===== src/rtl/sram_arbiter_pkg.sv =====
`default_nettype none
// ============================================================================
//  Module      : sram_arb_pkg
//  Description : Shared types and constants for the two-port SRAM arbiter:
//                FSM state encoding, requester ids, latched request record
//                and the fetch request builder.
//  Revision    : 1.0  initial release
// ============================================================================
package sram_arb_pkg;

    // Default watchdog limit in BUSY cycles
    localparam int unsigned TIMEOUT_CYC_DEF = 255;

    // Fetch accesses are always full-word reads
    localparam logic [3:0]  c_fetch_bmask   = 4'b1111;

    typedef enum logic [1:0] {
        IDLE = 2'd0,
        BUSY = 2'd1,
        RESP = 2'd2
    } arb_state_e;

    typedef enum logic {
        ID_IF = 1'b0,
        ID_LS = 1'b1
    } arb_id_e;

    typedef struct packed {
        logic [31:0] addr;
        logic [31:0] wdata;
        logic [3:0]  bmask;
        logic        wren;
    } arb_req_t;

    // Fetch is read-only: no write data, all byte lanes enabled
    function automatic arb_req_t fetch_req(input logic [31:0] addr);
        arb_req_t r;
        r.addr  = addr;
        r.wdata = '0;
        r.bmask = c_fetch_bmask;
        r.wren  = 1'b0;
        return r;
    endfunction

    // Load/store request as presented by the LSU
    function automatic arb_req_t ls_req(input logic [31:0] addr,
                                        input logic [31:0] wdata,
                                        input logic [3:0]  bmask,
                                        input logic        wren);
        arb_req_t r;
        r.addr  = addr;
        r.wdata = wdata;
        r.bmask = bmask;
        r.wren  = wren;
        return r;
    endfunction

endpackage : sram_arb_pkg
`default_nettype wire


===== src/rtl/sram_arbiter_pick.sv =====
`default_nettype none
// ============================================================================
//  Module      : sram_arb_pick
//  Description : Combinational winner select between the fetch port and the
//                load/store port. Default build: fixed priority, LSU wins
//                every tie. With SRAM_ARB_RR_EN defined: round-robin, the
//                requester not granted last time wins a tie.
//  Revision    : 1.0  initial release
// ============================================================================
module sram_arb_pick
    import sram_arb_pkg::*;
(
    input  logic i_if_req,
    input  logic i_ls_req,
`ifdef SRAM_ARB_RR_EN
    input  logic i_last_grant,      // 0 = fetch, 1 = LSU granted last
`endif
    output logic o_grant,
    output logic o_winner           // 0 = fetch, 1 = LSU
);

    // Winner select; a lone requester always wins, only ties use the policy
    always_comb begin
        o_grant  = i_if_req | i_ls_req;
        o_winner = i_ls_req ? ID_LS : ID_IF;
`ifdef SRAM_ARB_RR_EN
        if (i_if_req && i_ls_req) begin
            o_winner = (i_last_grant == ID_IF) ? ID_LS : ID_IF;
        end
`endif
    end

endmodule : sram_arb_pick
`default_nettype wire


===== src/rtl/sram_arbiter.sv =====
`default_nettype none
// ============================================================================
//  Module      : sram_arbiter
//  Description : Shares one SRAM controller (WREN/RDEN/ACK handshake) between
//                the instruction-fetch port and the LSU. One request is
//                latched at a time and held on the controller until it acks
//                or a saturating watchdog expires; the granted requester then
//                gets a one-cycle ack with data and error flag.
//                Optional macro SRAM_ARB_RR_EN selects round-robin tie
//                breaking (default: fixed priority, LSU first).
//  Revision    : 1.0  initial release
// ============================================================================
module sram_arbiter
    import sram_arb_pkg::*;
#(
    parameter int unsigned TIMEOUT_CYC = TIMEOUT_CYC_DEF   // legal 1..1023
)
(
    input  logic        i_clk,
    input  logic        i_rst,
    // fetch port
    input  logic        i_if_req,
    input  logic [31:0] i_if_addr,
    output logic [31:0] o_if_rdata,
    output logic        o_if_ack,
    output logic        o_if_err,
    // load/store port
    input  logic        i_ls_req,
    input  logic [31:0] i_ls_addr,
    input  logic [31:0] i_ls_wdata,
    input  logic [3:0]  i_ls_bmask,
    input  logic        i_ls_wren,
    output logic [31:0] o_ls_rdata,
    output logic        o_ls_ack,
    output logic        o_ls_err,
    // SRAM controller side
    output logic [31:0] o_sram_addr,
    output logic [31:0] o_sram_wdata,
    output logic [3:0]  o_sram_bmask,
    output logic        o_sram_wren,
    output logic        o_sram_rden,
    input  logic [31:0] i_sram_rdata,
    input  logic        i_sram_ack
);

    localparam int unsigned      CNT_W     = $clog2(TIMEOUT_CYC + 1);
    localparam logic [CNT_W-1:0] c_cnt_max = CNT_W'(TIMEOUT_CYC);
    localparam logic [CNT_W-1:0] c_cnt_one = CNT_W'(1);

    arb_state_e       state_q, state_d;
    arb_req_t         req_q,   req_d;
    arb_id_e          id_q,    id_d;
    logic [CNT_W-1:0] cnt_q,   cnt_d;
    logic [31:0]      rdata_q, rdata_d;
    logic             err_q,   err_d;

    logic             w_grant;
    logic             w_winner;

`ifdef SRAM_ARB_RR_EN
    logic             last_q, last_d;
`endif

    // ------------------------------------------------------------------
    // Winner select
    // ------------------------------------------------------------------
    sram_arb_pick u_pick (
        .i_if_req     (i_if_req),
        .i_ls_req     (i_ls_req),
`ifdef SRAM_ARB_RR_EN
        .i_last_grant (last_q),
`endif
        .o_grant      (w_grant),
        .o_winner     (w_winner)
    );

    // State, latched request, watchdog and response registers
    always_ff @(posedge i_clk) begin
        if (i_rst) begin
            state_q <= IDLE;
            req_q   <= '0;
            id_q    <= ID_IF;
            cnt_q   <= '0;
            rdata_q <= '0;
            err_q   <= 1'b0;
        end else begin
            state_q <= state_d;
            req_q   <= req_d;
            id_q    <= id_d;
            cnt_q   <= cnt_d;
            rdata_q <= rdata_d;
            err_q   <= err_d;
        end
    end

`ifdef SRAM_ARB_RR_EN
    // Last-grant pointer; resets to fetch so the first tie goes to the LSU
    always_ff @(posedge i_clk) begin
        if (i_rst) begin
            last_q <= ID_IF;
        end else begin
            last_q <= last_d;
        end
    end

    // Pointer follows every grant taken in IDLE
    always_comb begin
        last_d = last_q;
        if ((state_q == IDLE) && w_grant) begin
            last_d = w_winner;
        end
    end
`endif

    // Next-state logic: grant in IDLE, wait for ack or watchdog in BUSY
    always_comb begin
        state_d = state_q;
        req_d   = req_q;
        id_d    = id_q;
        cnt_d   = cnt_q;
        rdata_d = rdata_q;
        err_d   = err_q;

        unique case (state_q)
            IDLE: begin
                if (w_grant) begin
                    state_d = BUSY;
                    cnt_d   = '0;
                    if (w_winner == ID_LS) begin
                        id_d  = ID_LS;
                        req_d = ls_req(i_ls_addr, i_ls_wdata, i_ls_bmask, i_ls_wren);
                    end else begin
                        id_d  = ID_IF;
                        req_d = fetch_req(i_if_addr);
                    end
                end
            end

            BUSY: begin
                // Ack is checked first so it wins over a same-cycle timeout
                if (i_sram_ack) begin
                    state_d = RESP;
                    rdata_d = req_q.wren ? 32'd0 : i_sram_rdata;
                    err_d   = 1'b0;
                end else if (cnt_q == c_cnt_max) begin
                    state_d = RESP;
                    rdata_d = 32'd0;
                    err_d   = 1'b1;
                end else begin
                    // Saturating: the compare above stops it at the limit
                    cnt_d = cnt_q + c_cnt_one;
                end
            end

            RESP: begin
                state_d = IDLE;
            end

            default: begin
                state_d = IDLE;
            end
        endcase
    end

    // Outputs: latched request on the SRAM bus, enables only in BUSY,
    // ack/data/err only to the granted requester in RESP
    always_comb begin
        o_sram_addr  = req_q.addr;
        o_sram_wdata = req_q.wdata;
        o_sram_bmask = req_q.bmask;
        o_sram_wren  = 1'b0;
        o_sram_rden  = 1'b0;
        o_if_ack     = 1'b0;
        o_if_err     = 1'b0;
        o_if_rdata   = 32'd0;
        o_ls_ack     = 1'b0;
        o_ls_err     = 1'b0;
        o_ls_rdata   = 32'd0;

        unique case (state_q)
            BUSY: begin
                o_sram_wren = req_q.wren;
                o_sram_rden = ~req_q.wren;
            end
            RESP: begin
                if (id_q == ID_LS) begin
                    o_ls_ack   = 1'b1;
                    o_ls_err   = err_q;
                    o_ls_rdata = rdata_q;
                end else begin
                    o_if_ack   = 1'b1;
                    o_if_err   = err_q;
                    o_if_rdata = rdata_q;
                end
            end
            default: begin
            end
        endcase
    end

endmodule : sram_arbiter
`default_nettype wire


===== config.mk =====
export PLATFORM = sky130hd
export DESIGN_NAME = sram_arbiter
export DESIGN_NICKNAME = d
export VERILOG_FILES = /design/src/rtl/sram_arbiter_pkg.sv /design/src/rtl/sram_arbiter_pick.sv /design/src/rtl/sram_arbiter.sv
export SDC_FILE = /design/constraint.sdc
export NUM_CORES = 1
export LEC_CHECK = 0
export BUFFER_PORTS_ARGS = -buffer_cell sky130_fd_sc_hd__buf_2
export CORE_MARGIN = 1.5
export CORE_UTILIZATION = 40
export DETAILED_ROUTE_END_ITERATION = 8
export GPL_ROUTABILITY_DRIVEN = 0
export HOLD_SLACK_MARGIN = 0.05
export PLACE_DENSITY_LB_ADDON = 0.25
export SETUP_SLACK_MARGIN = 0.3
export SYNTH_ARGS = -nofsm -noshare
export SYNTH_HDL_FRONTEND = slang
export SYNTH_SLANG_ARGS = --single-unit
export TNS_END_PERCENT = 20

===== constraint.sdc =====
create_clock -name i_clk -period 1.5 [get_ports i_clk]
set_input_delay 0.3 -clock i_clk [delete_from_list [all_inputs] [get_ports i_clk]]
set_output_delay 0.3 -clock i_clk [all_outputs]
set_load 0.02 [all_outputs]

==> results.md, run 1 <==
* Fmax at 518 MHz
* # rows at 42
* Die H at 120 um
* Synth Net Count at 771
* Final WS setup at -0.432 ns
* CTS Root Cell: clkbuf_16
* Starting density of the core at 41.1%
* Yosys top cell by area: dfxtp_1
* Max Cap Viol at 0
* Seq cells post-synth at 113
* Finished Core Util at 64.3%
* Vias at 5,492
* Path type of the worst min-delay path: in -> reg
* Total grt overflow at 0
* Crit path DAT at 1.63 ns
* Post-DR vias/cell at 5.31
* Actual slew at the worst max-slew pin at 0.438 ns
* Die area at 14,400 um2
* Antenna violations before repair at 0
* FILL cells at 1,071
* Synthesized area per cell at 8.64 um2
* Worst-path fanout max at 4
* 1st-iter DRT viols at 397
* Ys Warns at 0
* Cell with the most instances after synthesis: dfxtp_1
* RSZ-0062 raised after global routing: yes
* Register area share after synthesis at 41.4%
* Slew Limit Fails at 0
* PortBufs at 275
* Clk_skew at 0.00758 ns
* Antenna viol nets, final at 0
* Final Hold Viols at 0
* Fin crit share at 129%
* CTS Sinks at 113
* Ys async rst share at 0%
* Slew headroom at 70.8%
* Largest net degree at the start of global routing at 43
* Maximum vdd drop at 0.747 mV
* Mapped Cells at 632
* Layout cells sized above 1 at 53.5%
* Worst Setup Start Kind: register
* Run status: finished with violations
* Top cells by count, synth: dfxtp_1 (113), nor2_1 (76), and2_1 (70), buf_4 (68), a22oi_1 (65)
* Synthesized area at 5460 um2
* GRT Util Overall at 22.4%
* CP Capture Type: primary output
* Final setup fails at 109
* Failing checks: setup timing
* Synth Flop Type: dfxtp_1
* CTS Buf Count at 17
* Remaining DRCs at 0
* Core ar. at 13,300 um2
* WL final at 16.6 mm
* Final min period at 1.93 ns
* Clock buffer depth at 2
* Yosys cell types at 38
* Worst Path Required at 1.20 ns
* CTS clk-pin slew, worst paths at 0.05 ns
* Lkg Pwr at 3.73 nW
* Power density cells at 1040 nW/um2
* Worst-Skew Late Latency at 0.40 ns
* Die width at 120 um
* Synth-to-Final Area Change at 56.6%
* # placed instances at 997
* Total I/O pin count at 276
* Vias in the first global route at 5,198
* Crit path kind: reg -> out
* 1st-pass router iterations at 5
* Max H-tree Level at 4
* NumNets Final at 986
* EDFF count, synth at 0
* Hpwl dp at 10.9 mm
* Synth area leaders: dfxtp_1 (41%), buf_4 (9.3%), a22oi_1 (8.9%), and2_1 (8.0%), mux2i_1 (5.9%)
* First-pass GRT wire length at 25.5 mm
* DR WL/cell at 16.1 um
* TNS Setup at -28.42 ns
* Post-route insts no fill at 1,034
* Diode count at 0
* Area share of the largest cell type after synthesis at 41.4%
* CTS tree: yes
## power breakdown
| part | internal (mW) | switching [mW] | total, mW |
|---|---|---|---|
| registers | 3.26 | 0.203 | 3.46 |
| logic | 0.868 | 0.931 | 1.80 |
| clock network | 2.37 | 1.26 | 3.63 |
| total | 6.50 | 2.40 | 8.90 |
## registers in the layout, summed over array words and instances (netlist names)
name / flops
req_q: 1
rdata_q: 32
o_sram_bmask: 4
err_q: 1
id_q: 1
state_q: 2
o_sram_addr: 32
o_sram_wdata: 32
cnt_q: 8
## timing repair
item,4_1_cts,5_1_grt
gates resized for setup,323,49
endpoints found under the setup margin,251,233
pin swaps,73,4
hold buffers,0,0
cloned,2,1
hold endpoints to repair,0,0
buffers inserted,3,1
## placed cells by master (no fill, tap or decap), types with 3 or more instances in the layout
cell | netlist | final
a211oi_1 | 33 | 32
a21oi_1 | 38 | 36
a22oi_1 | 65 | 33
a22oi_2 | 0 | 32
and2_1 | 70 | 51
and2_4 | 0 | 19
buf_12 | 0 | 9
buf_2 | 5 | 138
buf_4 | 68 | 46
buf_6 | 0 | 119
clkbuf_1 | 43 | 4
clkbuf_16 | 0 | 18
clkbuf_8 | 0 | 3
clkinv_2 | 0 | 4
dfxtp_1 | 113 | 73
dfxtp_2 | 0 | 39
mux2i_1 | 32 | 32
nand2_1 | 5 | 5
nand3_1 | 36 | 30
nand3_2 | 0 | 6
nand4_1 | 3 | 3
nor2_1 | 76 | 75
o22ai_1 | 4 | 4
## cells by family (layout without fill, tap and decap cells)
group,Yosys count,count (layout),share of synthesized area (%)
multiplexers,32,32,5.86
buffers and inverters,122,348,13.2
AND/OR/NAND/NOR,205,205,19.1
adder cells (fa/ha/maj),1,1,0.229
flip-flops,113,113,41.4
AO/OA/AOI/OAI,159,159,20.2
## area by class of cell
type | instances | area [um2] | share of cell area (%)
Clock buffer | 24 | 482 | 5.63
Clock inverter | 6 | 57.6 | 0.673
Inverter | 3 | 11.3 | 0.132
Multi-Input combinational cell | 397 | 2830 | 33.1
Sequential cell | 113 | 2310 | 27.1
Tap cell | 176 | 220 | 2.58
Timing Repair Buffer | 315 | 2640 | 30.8
## worst max-delay path, cell delays in order (launching register included)
cell       delay (ns)
dfxtp_4          0.34
buf_6            0.12
nor3b_4          0.20
buf_6            0.17
clkbuf_16        0.15
and2_4           0.14
buf_6            0.11
## through the flow
step	instance area, um2	hold WS [ns]	setup slack [ns]	power, mW
3_5_place_dp	6750	0.480	-0.124	4.93
4_1_cts	8330	0.106	-0.431	8.92
3_3_place_gp	6750	0.467	-0.106	4.89
5_1_grt	8550	0.126	-0.498	9.28
6_report	8550	0.131	-0.432	8.90
2_1_floorplan	5500	0.443	-0.0152	4.50
## per-layer routing
metal,global-route usage [%],up-vias,share of wire [%]
met5,0,-,0
met4,9.23,0,2.9
met3,5.94,37,6.5
met2,39.9,262,52
met1,25.2,2575,39
li1,-,2618,-
## final timing paths
| kind | from | to | slack (ns) | depth (start not counted) |
|---|---|---|---|---|
| max | state_q[0]$_SDFFE_PP0P_ | o_if_rdata[12] | -0.43 | 6 |
| min | i_ls_wdata[6] | o_sram_wdata[6]$_SDFFE_PP0P_ | 0.13 | 3 |
| max reg2reg | state_q[0]$_SDFFE_PP0P_ | cnt_q[0]$_SDFFE_PP0P_ | -0.18 | 5 |
| min reg2reg | rdata_q[1]$_SDFFE_PP0P_ | rdata_q[1]$_SDFFE_PP0P_ | 0.49 | 2 |
(Power assumes the default switching activity.)
==> inputs of run 2 (changes only) <==
--- a/config.mk
+++ b/config.mk
@@ -9,7 +9,6 @@
 export CORE_MARGIN = 1.5
 export CORE_UTILIZATION = 40
 export DETAILED_ROUTE_END_ITERATION = 8
-export GPL_ROUTABILITY_DRIVEN = 0
 export HOLD_SLACK_MARGIN = 0.05
 export PLACE_DENSITY_LB_ADDON = 0.25
 export SETUP_SLACK_MARGIN = 0.3
==> constraint.sdc (replaced) <==
create_clock -name i_clk -period 1.74 [get_ports i_clk]
set_input_delay 0.348 -clock i_clk [delete_from_list [all_inputs] [get_ports i_clk]]
set_output_delay 0.348 -clock i_clk [all_outputs]
set_load 0.02 [all_outputs]
==> results.md, run 2 (same netlist as run 1, synthesis figures left out) <==
* Critical path cell sequence: nor3b_4 > buf_6 > buf_12 > and2_1 > buf_6
* Comb power frac at 15.9%
* Final WS setup at -0.142 ns
* Starting density of the core at 41.1%
* Antenna viol nets, final at 0
* Layout cells sized above 1 at 43.8%
* GRT Util Overall at 20.4%
* Clock power frac at 46.2%
* Worst-Skew Late Latency at 0.40 ns
* Die area at 14,400 um2
* CP max-delay cell: dfxtp_4
* RSZ-0062 raised after global routing: yes
* Routability Congestion at 0.911
* PortBufs at 275
* Worst Setup Start Kind: register
* Vias at 5,278
* CTS clk-pin slew, worst paths at 0.05 ns
* Synth-to-Final Area Change at 42.5%
* CTS Sinks at 113
* NumNets Final at 966
* Vias in the first global route at 4,816
* 1st-iter DRT viols at 332
* Commonest non-fill, non-tap cell in the layout: buf_2
* Path type of the worst min-delay path: in -> reg
* Fmax at 531 MHz
* Total grt overflow at 0
* Max Cap Viol at 0
* Final min period at 1.88 ns
* Fin crit share at 108%
* Total I/O pin count at 276
* Slew Limit Fails at 0
* Worst Hold Depth at 3
* CTS tree: yes
* Post-DR vias/cell at 5.19
* Hold_buf cts at 0
* Worst Path Required at 1.39 ns
* Die H at 120 um
* Power density cells at 997 nW/um2
* Met1 WL at 6.48 mm
* Diode count at 0
* Final Hold Viols at 0
* Max H-tree Level at 4
* CP dominant cell by count: buf_6
* Sequential power share at 37.9%
* Crit path DAT at 1.53 ns
* Remaining DRCs at 0
* Core ar. at 13,300 um2
* CP Capture Type: primary output
* Crit path kind: reg -> out
* First-pass GRT wire length at 23.5 mm
* Reg2reg setup slack at 0.01 ns
* Largest net degree at the start of global routing at 62
* Clk_skew at 0.00739 ns
* Hpwl dp at 10.7 mm
* Lkg Pwr at 3.56 nW
* CP max stage delay at 0.37 ns
* Final Hold Slack at 0.187 ns
* Most frequent cells in the layout: buf_2 (206), dfxtp_1 (107), nor2_1 (75)
* Met2 WL post-DR at 7.80 mm
* P_sw at 2.01 mW
* Maximum vdd drop at 0.733 mV
* CTS Root Cell: clkbuf_16
* Failing checks: setup timing
* Clock buffer depth at 2
* Met3 wire length at 921 um
* DR WL/cell at 15.2 um
* Final setup fails at 68
* Cell depth of the worst flop-to-flop path at 5
* Antenna violations before repair at 0
* Internal at 5.74 mW
* Run status: finished with violations
* Worst-path fanout max at 17
* WL final at 15.4 mm
* Top sig layer: met4
* Worst slack, placed at 0.0213 ns
* Switching share of power at 25.9%
* Slew headroom at 68.9%
* 1st-pass router iterations at 5
* Die width at 120 um
* Actual slew at the worst max-slew pin at 0.465 ns
* CTS Buf Count at 17
* # rows at 42
-- run 2: cell count changes in the layout (fill, tap and decap cells not counted), moves of 25 or more --
cell     change
a22oi_2     -32
buf_2       +68
buf_4       -25
dfxtp_2     -36
dfxtp_1     +34
buf_6       -59
a22oi_1     +32
-- run 2: layout make-up --
cell class                      instances  area (um2)
Tap cell                              176         220
Fill cell                            1162        5520
Clock inverter                          9         126
Sequential cell                       113        2280
Clock buffer                           23         499
Timing Repair Buffer                  295        2030
Multi-Input combinational cell        397        2610
Inverter                                3        11.3
-- run 2: metal layers --
layer	vias up	GRT usage, %
met2	203	34.5
met4	0	7.07
met5	-	0
li1	2576	-
met1	2481	25.0
met3	18	5.37
-- run 2: metrics by stage --
step	cells	TNS (ns)	power, mW	cell area (um2)	util, %
2_1_floorplan	632	0	3.88	5480	-
3_3_place_gp	982	0	4.16	6610	49.7
3_5_place_dp	982	0	4.19	6610	49.7
4_1_cts	1016	-8.82	7.83	7540	56.7
5_1_grt	1016	-12.79	8.08	7780	58.5
6_report	1016	-7.40	7.76	7780	58.5
-- run 2: path summary, 6_finish.rpt --
kind | start | end
min | i_ls_bmask[3] | o_sram_bmask[3]$_SDFFE_PP0P_
max reg2reg | state_q[1]$_SDFFE_PP0P_ | cnt_q[0]$_SDFFE_PP0P_
max | state_q[1]$_SDFFE_PP0P_ | o_if_rdata[0]
min reg2reg | rdata_q[10]$_SDFFE_PP0P_ | rdata_q[10]$_SDFFE_PP0P_
-- run 2: what timing repair did --
item / CTS / global route
gates cloned: 1 / 0
pin swaps: 7 / 7
endpoints found under the setup margin: 140 / 144
resized for setup: 92 / 81
buffers inserted: 1 / 0
-- run 2: power by group through the flow --
stage | sequential [mW] | combinational, mW | clock [mW]
3_5_place_dp | 2.98 | 1.21 | 0
4_1_cts | 2.93 | 1.23 | 3.66
2_1_floorplan | 2.94 | 0.938 | 0
5_1_grt | 2.96 | 1.34 | 3.78
6_report | 2.94 | 1.23 | 3.59
3_3_place_gp | 2.97 | 1.18 | 0
-- run 2: worst max-delay path, delay by kind of cell, from the launching register on --
kind,cells,cell delay [ns]
flip-flops,1,0.37
buffers and inverters,3,0.41
AND/OR/NAND/NOR,2,0.34
